[config.mk]
export PLATFORM = sky130hd
export DESIGN_NAME = core_mem_arbiter
export DESIGN_NICKNAME = d
export VERILOG_FILES = /design/src/rtl/core_mem_pkg.sv /design/src/rtl/mem_arb_grant.sv /design/src/rtl/core_mem_arbiter.sv
export SDC_FILE = /design/constraint.sdc
export NUM_CORES = 1
export LEC_CHECK = 0
export CAP_MARGIN = 40
export CORE_UTILIZATION = 44
export CTS_CLUSTER_SIZE = 10
export DETAILED_ROUTE_END_ITERATION = 12
export GPL_TIMING_DRIVEN = 0
export HOLD_SLACK_MARGIN = 0.06
export PLACE_DENSITY = 0.95
export SLEW_MARGIN = 10
export SYNTH_ARGS = -nofsm -noshare
export SYNTH_HDL_FRONTEND = slang
export SYNTH_SLANG_ARGS = --single-unit
[constraint.sdc]
create_clock -name clk -period 6.8 [get_ports clk]
set_clock_uncertainty 0.1 [all_clocks]
set_input_delay 0.68 -clock clk [delete_from_list [all_inputs] [get_ports clk]]
set_output_delay 0.68 -clock clk [all_outputs]
set_load 0.005 [all_outputs]
[src/rtl/core_mem_pkg.sv]
// Shared types and sizing helpers for the core memory-port arbiter.
// Imported by the arbiter top and its grant sub-module.
package core_mem_pkg;

    typedef enum logic [1:0] {
        IDLE,
        ISSUE,
        WAIT_RD,
        DONE
    } arb_state_t;

    typedef enum logic {
        OWN_I,
        OWN_D
    } arb_owner_t;

    localparam int STARVE_LIMIT_DEF = 4;

    function automatic int cnt_width(input int limit);
        return $clog2(limit + 1);
    endfunction

    localparam int CNT_W_DEF = cnt_width(STARVE_LIMIT_DEF);

endpackage

[src/rtl/mem_arb_grant.sv]
// Owner selection for the shared memory port: data first, with a
// bound on how many data grants may pass a waiting fetch.
module mem_arb_grant
    import core_mem_pkg::*;
#(
    parameter int STARVE_LIMIT = 4
) (
    input  logic clk,
    input  logic reset,
    input  logic i_req,
    input  logic d_req,
    input  logic grant,
    output logic pick_fetch
);

    localparam int CNT_W = cnt_width(STARVE_LIMIT);

    logic [CNT_W-1:0] cnt;
    logic             starved;

    assign starved    = (cnt == CNT_W'(STARVE_LIMIT));
    assign pick_fetch = i_req && (!d_req || starved);

    // Only data grants made while fetch waits count toward starvation.
    always_ff @(posedge clk or posedge reset) begin
        if (reset) begin
            cnt <= '0;
        end else if (!i_req) begin
            cnt <= '0;
        end else if (grant) begin
            cnt <= pick_fetch ? '0 : cnt + 1'b1;
        end
    end

endmodule

[src/rtl/core_mem_arbiter.sv]
// Serialises fetch and data masters onto one Avalon-style memory port,
// holding each side's last read data until its next read completes.
module core_mem_arbiter
    import core_mem_pkg::*;
#(
    parameter int ADDR_W       = 32,
    parameter int DATA_W       = 32,
    parameter int STARVE_LIMIT = STARVE_LIMIT_DEF
) (
    input  logic                clk,
    input  logic                reset,
    input  logic                i_read_en,
    input  logic [ADDR_W-1:0]   i_addr,
    output logic [DATA_W-1:0]   i_readdata,
    output logic                i_waitrequest,
    input  logic                d_read_en,
    input  logic                d_write_en,
    input  logic [ADDR_W-1:0]   d_addr,
    input  logic [DATA_W-1:0]   d_writedata,
    input  logic [DATA_W/8-1:0] d_byteenable,
    output logic [DATA_W-1:0]   d_readdata,
    output logic                d_waitrequest,
    output logic [ADDR_W-1:0]   m_addr,
    output logic [DATA_W-1:0]   m_writedata,
    output logic [DATA_W/8-1:0] m_byteenable,
    output logic                m_read,
    output logic                m_write,
    input  logic                m_waitrequest,
    input  logic [DATA_W-1:0]   m_readdata,
    input  logic                m_readdatavalid
);

    arb_state_t state;
    arb_state_t state_nx;
    arb_owner_t owner;

    logic d_req;
    logic any_req;
    logic grant;
    logic pick_fetch;
    logic accepted;
    logic rd_done;

    assign d_req    = d_read_en | d_write_en;
    assign any_req  = i_read_en | d_req;
    assign grant    = (state == IDLE) && any_req;
    assign accepted = (state == ISSUE) && !m_waitrequest;
    assign rd_done  = (state == WAIT_RD) && m_readdatavalid;

    mem_arb_grant #(
        .STARVE_LIMIT(STARVE_LIMIT)
    ) u_grant (
        .clk       (clk),
        .reset     (reset),
        .i_req     (i_read_en),
        .d_req     (d_req),
        .grant     (grant),
        .pick_fetch(pick_fetch)
    );

    always_ff @(posedge clk or posedge reset) begin
        if (reset) begin
            state <= IDLE;
        end else begin
            state <= state_nx;
        end
    end

    always_comb begin
        state_nx = state;
        unique case (state)
            IDLE:    if (any_req) state_nx = ISSUE;
            ISSUE:   if (!m_waitrequest) state_nx = m_write ? DONE : WAIT_RD;
            WAIT_RD: if (m_readdatavalid) state_nx = DONE;
            DONE:    state_nx = IDLE;
            default: state_nx = IDLE;
        endcase
    end

    // A simultaneous data read and write is issued as the write alone.
    always_ff @(posedge clk or posedge reset) begin
        if (reset) begin
            owner        <= OWN_I;
            m_addr       <= '0;
            m_writedata  <= '0;
            m_byteenable <= '0;
            m_read       <= 1'b0;
            m_write      <= 1'b0;
            i_readdata   <= '0;
            d_readdata   <= '0;
        end else begin
            if (grant) begin
                if (pick_fetch) begin
                    owner        <= OWN_I;
                    m_addr       <= i_addr;
                    m_writedata  <= '0;
                    m_byteenable <= '1;
                    m_read       <= 1'b1;
                    m_write      <= 1'b0;
                end else begin
                    owner        <= OWN_D;
                    m_addr       <= d_addr;
                    m_writedata  <= d_writedata;
                    m_byteenable <= d_byteenable;
                    m_read       <= !d_write_en;
                    m_write      <= d_write_en;
                end
            end
            if (accepted) begin
                m_read  <= 1'b0;
                m_write <= 1'b0;
            end
            if (rd_done) begin
                if (owner == OWN_I) begin
                    i_readdata <= m_readdata;
                end else begin
                    d_readdata <= m_readdata;
                end
            end
        end
    end

    assign i_waitrequest = !((state == DONE) && (owner == OWN_I));
    assign d_waitrequest = !((state == DONE) && (owner == OWN_D));

endmodule

==> results of run 1 <==
[routing by layer]
| metal | routed length, um | up-vias |
|---|---|---|
| li1 | - | 2160 |
| met1 | 5950 | 2368 |
| met2 | 8860 | 227 |
| met3 | 1240 | 41 |
| met4 | 441 | 0 |
| met5 | 0 | - |
[kinds of logic (layout without fill, tap and decap cells)]
group | after synthesis | after routing | synth area share [%]
muxes | 66 | 66 | 13.1
and+or+nand+nor | 87 | 87 | 6.43
buffers and inverters | 35 | 338 | 3.93
AOI/OAI and AO/OA | 112 | 112 | 13.2
DFF | 140 | 140 | 61.8
adders and majority gates | 7 | 7 | 1.55
[sequential cells by signal, indices dropped and copies added, names as in the netlist, 2 cells and up]
signal and count:
state 2, m_writedata 32, m_addr 32, d_readdata 32, m_byteenable 4, i_readdata 32, u_grant.cnt 3
[worst paths after layout]
path                                       startpoint                           to  cells past startpoint
max in group asynchronous                       reset  m_byteenable[0]$_DFFE_PP0P_                      3
setup / recovery                 state[0]$_DFFE_PP0P_                i_waitrequest                      3
hold reg to reg            d_readdata[31]$_DFFE_PP0P_   d_readdata[31]$_DFFE_PP0P_                      1
min in group asynchronous                       reset  m_writedata[15]$_DFFE_PP0P_                      2
hold / removal             d_readdata[31]$_DFFE_PP0P_   d_readdata[31]$_DFFE_PP0P_                      1
setup reg to reg                 state[0]$_DFFE_PP0P_         state[1]$_DFFE_PP0P_                      6
[synthesized netlist by cell type, types with 2 or more instances]
| master | n |
|---|---|
| buf_2 | 16 |
| nand2b_1 | 2 |
| inv_1 | 6 |
| buf_6 | 9 |
| dfrtp_1 | 140 |
| clkbuf_1 | 3 |
| nand3_1 | 2 |
| a22o_1 | 32 |
| mux2_2 | 65 |
| a21oi_1 | 66 |
| nand2_1 | 38 |
| nor2_1 | 36 |
| o22a_1 | 4 |
| nor2b_1 | 3 |
| ha_1 | 7 |
[cell type report]
| type | instances | area [um2] | area share, % |
|---|---|---|---|
| Tap cell | 172 | 215 | 2.34 |
| Clock buffer | 22 | 474 | 5.16 |
| Multi-Input combinational cell | 272 | 1940 | 21.1 |
| Inverter | 6 | 27.5 | 0.300 |
| Clock inverter | 7 | 67.6 | 0.735 |
| Sequential cell | 140 | 3500 | 38.1 |
| Buffer | 29 | 200 | 2.18 |
| Timing Repair Buffer | 274 | 2760 | 30.0 |
[critical path, cell delays in order, from the launching register on]
cell	delay [ns]
dfrtp_1	0.42
ha_1	0.23
nand2b_1	0.07
clkdlybuf4s50_1	0.52
[power groups by stage]
stage / sequential (mW) / combinational [mW] / clock, mW
3_5_place_dp: 1.49 / 1.87 / 0
2_1_floorplan: 1.49 / 0.751 / 0
6_report: 1.48 / 1.87 / 0.854
4_1_cts: 1.48 / 1.88 / 0.870
5_1_grt: 1.52 / 2.02 / 0.903
3_3_place_gp: 1.46 / 1.78 / 0
[stage by stage]
step	power (mW)	utilization [%]	setup WS, ns	instances	hold slack (ns)
after floorplan	2.24	-	2.27	447	0.391
after global placement	3.24	68.5	0.701	892	0.386
after detailed placement	3.36	68.8	4.26	893	0.392
after CTS	4.23	73.1	4.35	922	0.404
after global routing	4.44	73.1	4.27	922	0.414
final	4.20	73.1	4.37	922	0.403
==> impl_metrics.csv, run 1 <==
group,metric,value,unit
grt,antenna_found_initial,0,
floorplan,fp.dieW,115,um
critical_path,endpoint_kind,"output port",
critical_path,setup.worst_path.start_class,"flop",
drt,dr.pass1.iters,4,
clocking,clk_latency,0.41,ns
floorplan,io_pins,275,
synth,synth.top_cells.by_area,"dfrtp_1 62%, mux2_2 13%, a21oi_1 5.8%",
sta,final.min_clock_period,2.43,ns
synth,yosys_warnings,0,
synth,synth_nets,593,
clocking,cts.sinks,140,
grt,grt_max_degree,98,
synth,syn_avg_cell_area,12.7,um2
grt,track_usage,25.4,%
power,switching_share,29.8,%
critical_path,crit_type,"reg -> out",
clocking,cts_buffer_depth,2,
cells_and_area,area_delta_synth_final,62.2,%
place,placed_area,8650,um2
cells_and_area,fin_nets,886,
grt,grt-ovfl-total,0,
power,p_int,2.95,mW
place,hpwl,12.3,mm
clocking,path_clk_slew,0.05,ns
power,cellPowerDensity,458,nW/um2
drt,routed_wirelength,16.5,mm
clocking,cts_tree,"done",
place,port_buffers,273,
sta,setup_viol,0,
sta,slew_viol_final,0,
synth,async_flop_share,100,%
clocking,htreeDepth,4,
drt,vias,4796,
sta,fin_crit_sh,35.7,%
floorplan,row_count,41,
drt,drt_iter0_drc,237,
cells_and_area,drive_above_1_share,16.4,%
place,routabilityCongestion,0.788,
floorplan,die-area,13300,um2
sta,setup_tns,0,ns
synth,synth_edf_count,0,
min_path,min_path_type,"reg -> reg",
grt,met3_usage,7.64,%
floorplan,coreArea,12600,um2
power,combPwrFrac,44.4,%
power,clkPwrFrac,20.3,%
critical_path,cp_max_fo,4,
power,p_switching,1.25,mW
grt,grt_pass1_vias,5062,
drt,postRouteAntennaNets,0,
clocking,post_cts_resized,0,
synth,synth_top_area_share,61.8,%
outcome,status,"finished, final reports clean",
drt,routed_via_density,5.20,
floorplan,fp.dieH,115,um
cells_and_area,final_common_cell,"clkdlybuf4s50_1",
sta,worst_pin_slew,0.489,ns
cells_and_area,most-common-layout-cells,"273 x clkdlybuf4s50_1, 140 x dfrtp_1, 66 x a21oi_1",
sta,hold_viol_final,0,
power,seq_power_share,35.3,%
critical_path,required,6.02,ns
critical_path,rrSetupSlack,4.74,ns
sta,relSlewSlack,67.4,%
synth,yosysTopAreaCell,"dfrtp_1",
synth,seq_area_frac_synth,61.8,%
grt,use_met1,27.5,%
cells_and_area,fillers,828,
clocking,holdBufCountCts,0,
job,drv_cap,0,
power,power.leakage,3.97,nW
sta,max_freq,412,MHz
synth,ys_ff_latch,140,
synth,synthCells,447,
grt,use_met2,45.6,%
synth,synth_top_flop_cell,"dfrtp_1",
synth,synth.distinct_cells,33,
drt,drc,0,
clocking,post_cts_buffers,0,
sta,rsz0062_at_grt,"false",
floorplan,start_util,45.1,%
power,ir_worst_vdd,0.240,mV
cells_and_area,stdcell_area,9190,um2
synth,synth_area,5670,um2
cells_and_area,antennaDiodeCount,0,
clocking,cts_buffers,17,
drt,avgRoutedWirePerCell,17.9,um
grt,grt_pass1_wl,25.5,mm
grt,gr-max-usage-layer,"met2",
clocking,root_buffer,"clkbuf_16",
critical_path,crit_arrival,1.65,ns
Note: power is estimated with default switching activity, not from simulation.
==> run 2: changes to the inputs <==
--- a/config.mk
+++ b/config.mk
@@ -6,12 +6,12 @@
 export NUM_CORES = 1
 export LEC_CHECK = 0
 export CAP_MARGIN = 40
-export CORE_UTILIZATION = 44
+export CORE_UTILIZATION = 37
 export CTS_CLUSTER_SIZE = 10
 export DETAILED_ROUTE_END_ITERATION = 12
 export GPL_TIMING_DRIVEN = 0
 export HOLD_SLACK_MARGIN = 0.06
-export PLACE_DENSITY = 0.95
+export PLACE_DENSITY = 0.89
 export SLEW_MARGIN = 10
 export SYNTH_ARGS = -nofsm -noshare
 export SYNTH_HDL_FRONTEND = slang
==> constraint.sdc (replaced) <==
create_clock -name clk -period 2.05 [get_ports clk]
set_clock_uncertainty 0.1 [all_clocks]
set_input_delay 0.205 -clock clk [delete_from_list [all_inputs] [get_ports clk]]
set_output_delay 0.205 -clock clk [all_outputs]
set_load 0.005 [all_outputs]
==> impl_metrics.csv, run 2 (same netlist as run 1, synthesis figures left out) <==
group,metric,value,unit
outcome,status,"finished, final reports clean",
clocking,cts_buffers,17,
floorplan,fp.dieH,126,um
grt,grt-ovfl-total,0,
drt,routed_wirelength,15.4,mm
critical_path,crit_type,"reg -> out",
power,cellPowerDensity,1510,nW/um2
critical_path,crit_slowest_cell,"clkdlybuf4s50_1",
cells_and_area,fillers,1127,
cells_and_area,register_area,3500,um2
job,drv_cap,0,
clocking,post_cts_buffers,0,
drt,dr.pass1.iters,4,
clocking,htreeDepth,4,
floorplan,io_pins,275,
power,ir_worst_vdd,0.792,mV
grt,grt_pass1_wl,24.9,mm
critical_path,crit_arrival,1.64,ns
cells_and_area,most-common-layout-cells,"272 x clkdlybuf4s50_1, 140 x dfrtp_1, 66 x a21oi_1",
drt,drt_iter0_drc,179,
sta,rsz0062_at_grt,"false",
grt,use_met1,23.5,%
cells_and_area,final_common_cell,"clkdlybuf4s50_1",
sta,max_freq,514,MHz
clocking,root_buffer,"clkbuf_16",
cells_and_area,stdcell_area,9350,um2
place,port_buffers,273,
critical_path,slowest_delay,0.52,ns
floorplan,die-area,15800,um2
clocking,clk_latency,0.40,ns
clocking,path_clk_slew,0.06,ns
sta,fin_crit_sh,95.0,%
sta,final.min_clock_period,1.95,ns
critical_path,setup.worst_path.start_class,"flop",
clocking,cts.sinks,140,
critical_path,required,1.75,ns
floorplan,coreArea,14800,um2
drt,drc,0,
cells_and_area,area_delta_synth_final,65.0,%
place,routabilityCongestion,0.794,
sta,relSlewSlack,67.7,%
floorplan,fp.dieW,126,um
drt,vias,4660,
grt,met3_usage,6.07,%
sta,fin_ws,0.103,ns
cells_and_area,drive_above_1_share,17.7,%
place,placed_area,8690,um2
critical_path,crit_path_cell_trace,"ha_1, nand2_1, clkdlybuf4s50_1",
sta,hold_viol_final,0,
cells_and_area,instances_no_fill,942,
cells_and_area,multiInputGateArea,1950,um2
drt,postRouteAntennaNets,0,
grt,grt_max_degree,37,
critical_path,worstRegToRegCells,7,
grt,gr-max-usage-layer,"met2",
sta,worst_pin_slew,0.484,ns
grt,use_met2,35.4,%
cells_and_area,antennaDiodeCount,0,
place,placedCellCount,907,
sta,slew_viol_final,0,
min_path,worstHoldPathCells,3,
grt,grt_pass1_vias,4855,
power,power.leakage,4.04,nW
drt,routed_via_density,4.95,
place,pre_cts_slack,-0.00841,ns
sta,setup_viol,0,
floorplan,row_count,44,
grt,track_usage,20.3,%
floorplan,start_util,38.4,%
critical_path,cp_max_fo,5,
place,hpwl,11.6,mm
drt,avgRoutedWirePerCell,16.3,um
grt,antenna_found_initial,0,
clocking,cts_tree,"done",
cells_and_area,fin_nets,891,
critical_path,endpoint_kind,"output port",
min_path,min_path_type,"in -> reg",
clocking,cts_buffer_depth,2,
[run 2: cell type report]
cell class	instances	area share, %
sequential	140	37.5
tap	184	2.46
timing repair buffer	279	30.3
clock inverter	14	1.78
inverter	6	0.281
buffer	29	2.18
clock buffer	18	4.70
multi-input combinational	272	20.8
[run 2: routing by layer]
| metal | wire length (um) | up-vias | share of wire [%] |
|---|---|---|---|
| met3 | 1110 | 17 | 7.2 |
| met5 | 0 | - | 0 |
| li1 | - | 2174 | - |
| met4 | 229 | 0 | 1.5 |
| met2 | 7870 | 190 | 51 |
| met1 | 6190 | 2279 | 40 |
[run 2: worst max-delay path, delay by kind of cell (launching register included)]
kind          cells  cell delay (ns)
fa+ha+maj         1             0.22
buf+inv           1             0.52
flops             1             0.43
simple gates      1             0.07
[run 2: path summary, 6_finish.rpt]
| check | start | slack, ns | end |
|---|---|---|---|
| max | state[1]$_DFFE_PP0P_ | 0.10 | d_waitrequest |
| min | d_addr[23] | 0.23 | m_addr[23]$_DFFE_PP0P_ |
| max reg2reg | state[0]$_DFFE_PP0P_ | 0.14 | state[0]$_DFFE_PP0P_ |
| min reg2reg | d_readdata[25]$_DFFE_PP0P_ | 0.40 | d_readdata[25]$_DFFE_PP0P_ |
| max in group asynchronous | reset | 0.71 | i_readdata[6]$_DFFE_PP0P_ |
| min in group asynchronous | reset | 0.49 | i_readdata[12]$_DFFE_PP0P_ |
[run 2: metrics by stage]
stage | total power [mW] | setup TNS, ns | hold slack (ns) | utilization (%)
after global routing | 15.0 | 0 | 0.229 | 63.4
after global placement | 10.8 | -174.97 | 0.386 | 58.5
after CTS | 14.3 | 0 | 0.217 | 63.1
after detailed placement | 11.1 | -0.0294 | 0.391 | 58.9
final | 14.1 | 0 | 0.235 | 63.4
after floorplan | 7.43 | -0.573 | 0.214 | -
[run 2: power by group]
part	total [mW]	internal [mW]	switching [mW]
Sequential	4.86	4.13	0.731
Combinational	6.13	3.93	2.19
Clock	3.13	1.95	1.18
Total	14.1	10.0	4.10
[run 2: timing repair]
item | in CTS | in global routing
endpoints found under the hold margin | 3 | 1
hold buffers | 1 | 1
endpoints found under the setup margin | 0 | 12
gates resized for setup | 0 | 5
==> run 3: changes to the inputs <==
--- a/config.mk
+++ b/config.mk
@@ -6,6 +6,7 @@
 export NUM_CORES = 1
 export LEC_CHECK = 0
 export CAP_MARGIN = 40
+export CORE_MARGIN = 4
 export CORE_UTILIZATION = 37
 export CTS_CLUSTER_SIZE = 10
 export DETAILED_ROUTE_END_ITERATION = 12
==> impl_metrics.csv, run 3 (same netlist as run 1, synthesis figures left out) <==
group,metric,value,unit
clocking,clk_latency,0.40,ns
critical_path,cp_max_fo,5,
drt,routed_wirelength,16.4,mm
sta,slew_viol_final,0,
place,routabilityCongestion,0.802,
sta,relSlewSlack,48.7,%
clocking,cts_buffer_depth,2,
cells_and_area,final_common_cell,"clkdlybuf4s50_1",
critical_path,crit_arrival,1.64,ns
critical_path,crit_path_cell_trace,"ha_1, nand2_1, clkdlybuf4s50_1",
cells_and_area,antennaDiodeCount,0,
cells_and_area,most-common-layout-cells,"272 x clkdlybuf4s50_1, 140 x dfrtp_1, 66 x a21oi_1",
critical_path,endpoint,"d_waitrequest",
power,power,14.4,mW
critical_path,worstRegToRegCells,7,
sta,fin_crit_sh,94.7,%
place,hpwl,12.7,mm
power,power.leakage,4.04,nW
critical_path,setup.worst_path.start_class,"flop",
clocking,cts_tree,"done",
floorplan,start_util,38.4,%
grt,antenna_found_initial,0,
critical_path,endpoint_kind,"output port",
critical_path,critical_path.top_delay_family,"buffers and inverters",
sta,max_freq,515,MHz
min_path,min_path_type,"in -> async",
grt,grt_pass1_wl,26.3,mm
floorplan,fp.dieW,132,um
critical_path,crit_buf_inv,1,
critical_path,r2r-end,"state[0]$_DFFE_PP0P_",
drt,postRouteAntennaNets,0,
drt,vias,4670,
job,drv_cap,0,
cells_and_area,fin_nets,890,
grt,grt_pass1_vias,4910,
drt,drt_iter0_drc,185,
critical_path,slowest_delay,0.52,ns
clocking,cts.sinks,140,
sta,rsz0062_at_grt,"false",
grt,track_usage,19.0,%
drt,drc,0,
sta,setup_viol,0,
cells_and_area,area_delta_synth_final,65.3,%
critical_path,r2r_start,"state[1]$_DFFE_PP0P_",
critical_path,rrSetupSlack,0.14,ns
floorplan,fp.dieH,132,um
critical_path,required,1.75,ns
grt,grt_max_degree,39,
cells_and_area,drive_above_1_share,17.1,%
clocking,cts_buffers,17,
clocking,root_buffer,"clkbuf_16",
clocking,htreeDepth,4,
floorplan,io_pins,275,
critical_path,crit_type,"reg -> out",
clocking,path_clk_slew,0.06,ns
floorplan,coreArea,14800,um2
critical_path,startpoint,"state[1]$_DFFE_PP0P_",
floorplan,row_count,44,
drt,routed_via_density,4.97,
critical_path,crit_slowest_cell,"clkdlybuf4s50_1",
sta,final.min_clock_period,1.94,ns
critical_path,crit_cells,3,
outcome,status,"finished, final reports clean",
place,port_buffers,273,
power,cellPowerDensity,1540,nW/um2
cells_and_area,final_util,63.5,%
floorplan,die-area,17400,um2
grt,grt-ovfl-total,0,
drt,avgRoutedWirePerCell,17.4,um
sta,hold_viol_final,0,
sta,worst_pin_slew,0.768,ns
drt,dr.pass1.iters,4,
power,ir_worst_vdd,0.701,mV
-- run 3: cell count changes in the layout (fill, tap and decap cells not counted), moves of 2 or more --
cell / before / now
inv_6: 3 / 0
clkbuf_8: 1 / 5
clkinv_2: 5 / 0
buf_2: 16 / 14
clkbuf_4: 0 / 2
clkbuf_1: 3 / 7
-- run 3: worst min-delay path by stage --
stage / start / end / slack, ns / cells past startpoint
finish: reset / i_readdata[17]$_DFFE_PP0P_ / 0.18 / 2
global placement: i_readdata[29]$_DFFE_PP0P_ / i_readdata[29]$_DFFE_PP0P_ / 0.39 / 1
detailed placement: m_writedata[24]$_DFFE_PP0P_ / m_writedata[24]$_DFFE_PP0P_ / 0.39 / 1
global route: reset / i_readdata[17]$_DFFE_PP0P_ / 0.22 / 2
floorplan: d_write_en / m_read$_DFFE_PP0P_ / 0.21 / 1
CTS: reset / i_readdata[17]$_DFFE_PP0P_ / 0.18 / 2
-- run 3: cell type report --
cell class	instances	area [um2]
sequential	140	3500
timing repair buffer	278	2810
inverter	6	26.3
multi-input combinational	272	1950
buffer	29	209
clock inverter	5	129
tap	184	230
fill	1176	5390
clock buffer	26	509
-- run 3: per-stage QoR --
step                      cell area [um2]  cells  hold WS, ns  setup TNS [ns]  setup slack (ns)
after floorplan                      5670    447        0.214          -0.573          -0.00410
after global placement               8630    904        0.386         -173.66             -1.25
after detailed placement             8690    907        0.391          -0.263           -0.0625
after CTS                            9350    939        0.184               0            0.0598
after global routing                 9370    940        0.220               0            0.0141
final                                9370    940        0.178               0             0.108
-- run 3: layer usage --
| layer | GRT usage [%] | part of all wire [%] | vias to the layer above |
|---|---|---|---|
| li1 | - | - | 2170 |
| met1 | 21.6 | 40 | 2280 |
| met2 | 32.8 | 50 | 196 |
| met3 | 7.60 | 7.9 | 24 |
| met4 | 5.89 | 1.9 | 0 |
| met5 | 0 | 0 | - |
-- run 3: timing repair --
action                                  CTS  global route
hold buffers                              1             0
endpoints found under the setup margin    1            19
buffers inserted                          0             1
endpoints found under the hold margin     3             0
resized for setup                         1             6
-- run 3: power by group --
| part | internal [mW] | switching (mW) |
|---|---|---|
| sequential | 4.13 | 0.760 |
| combinational | 3.95 | 2.25 |
| clock | 2.20 | 1.10 |
| total | 10.3 | 4.11 |
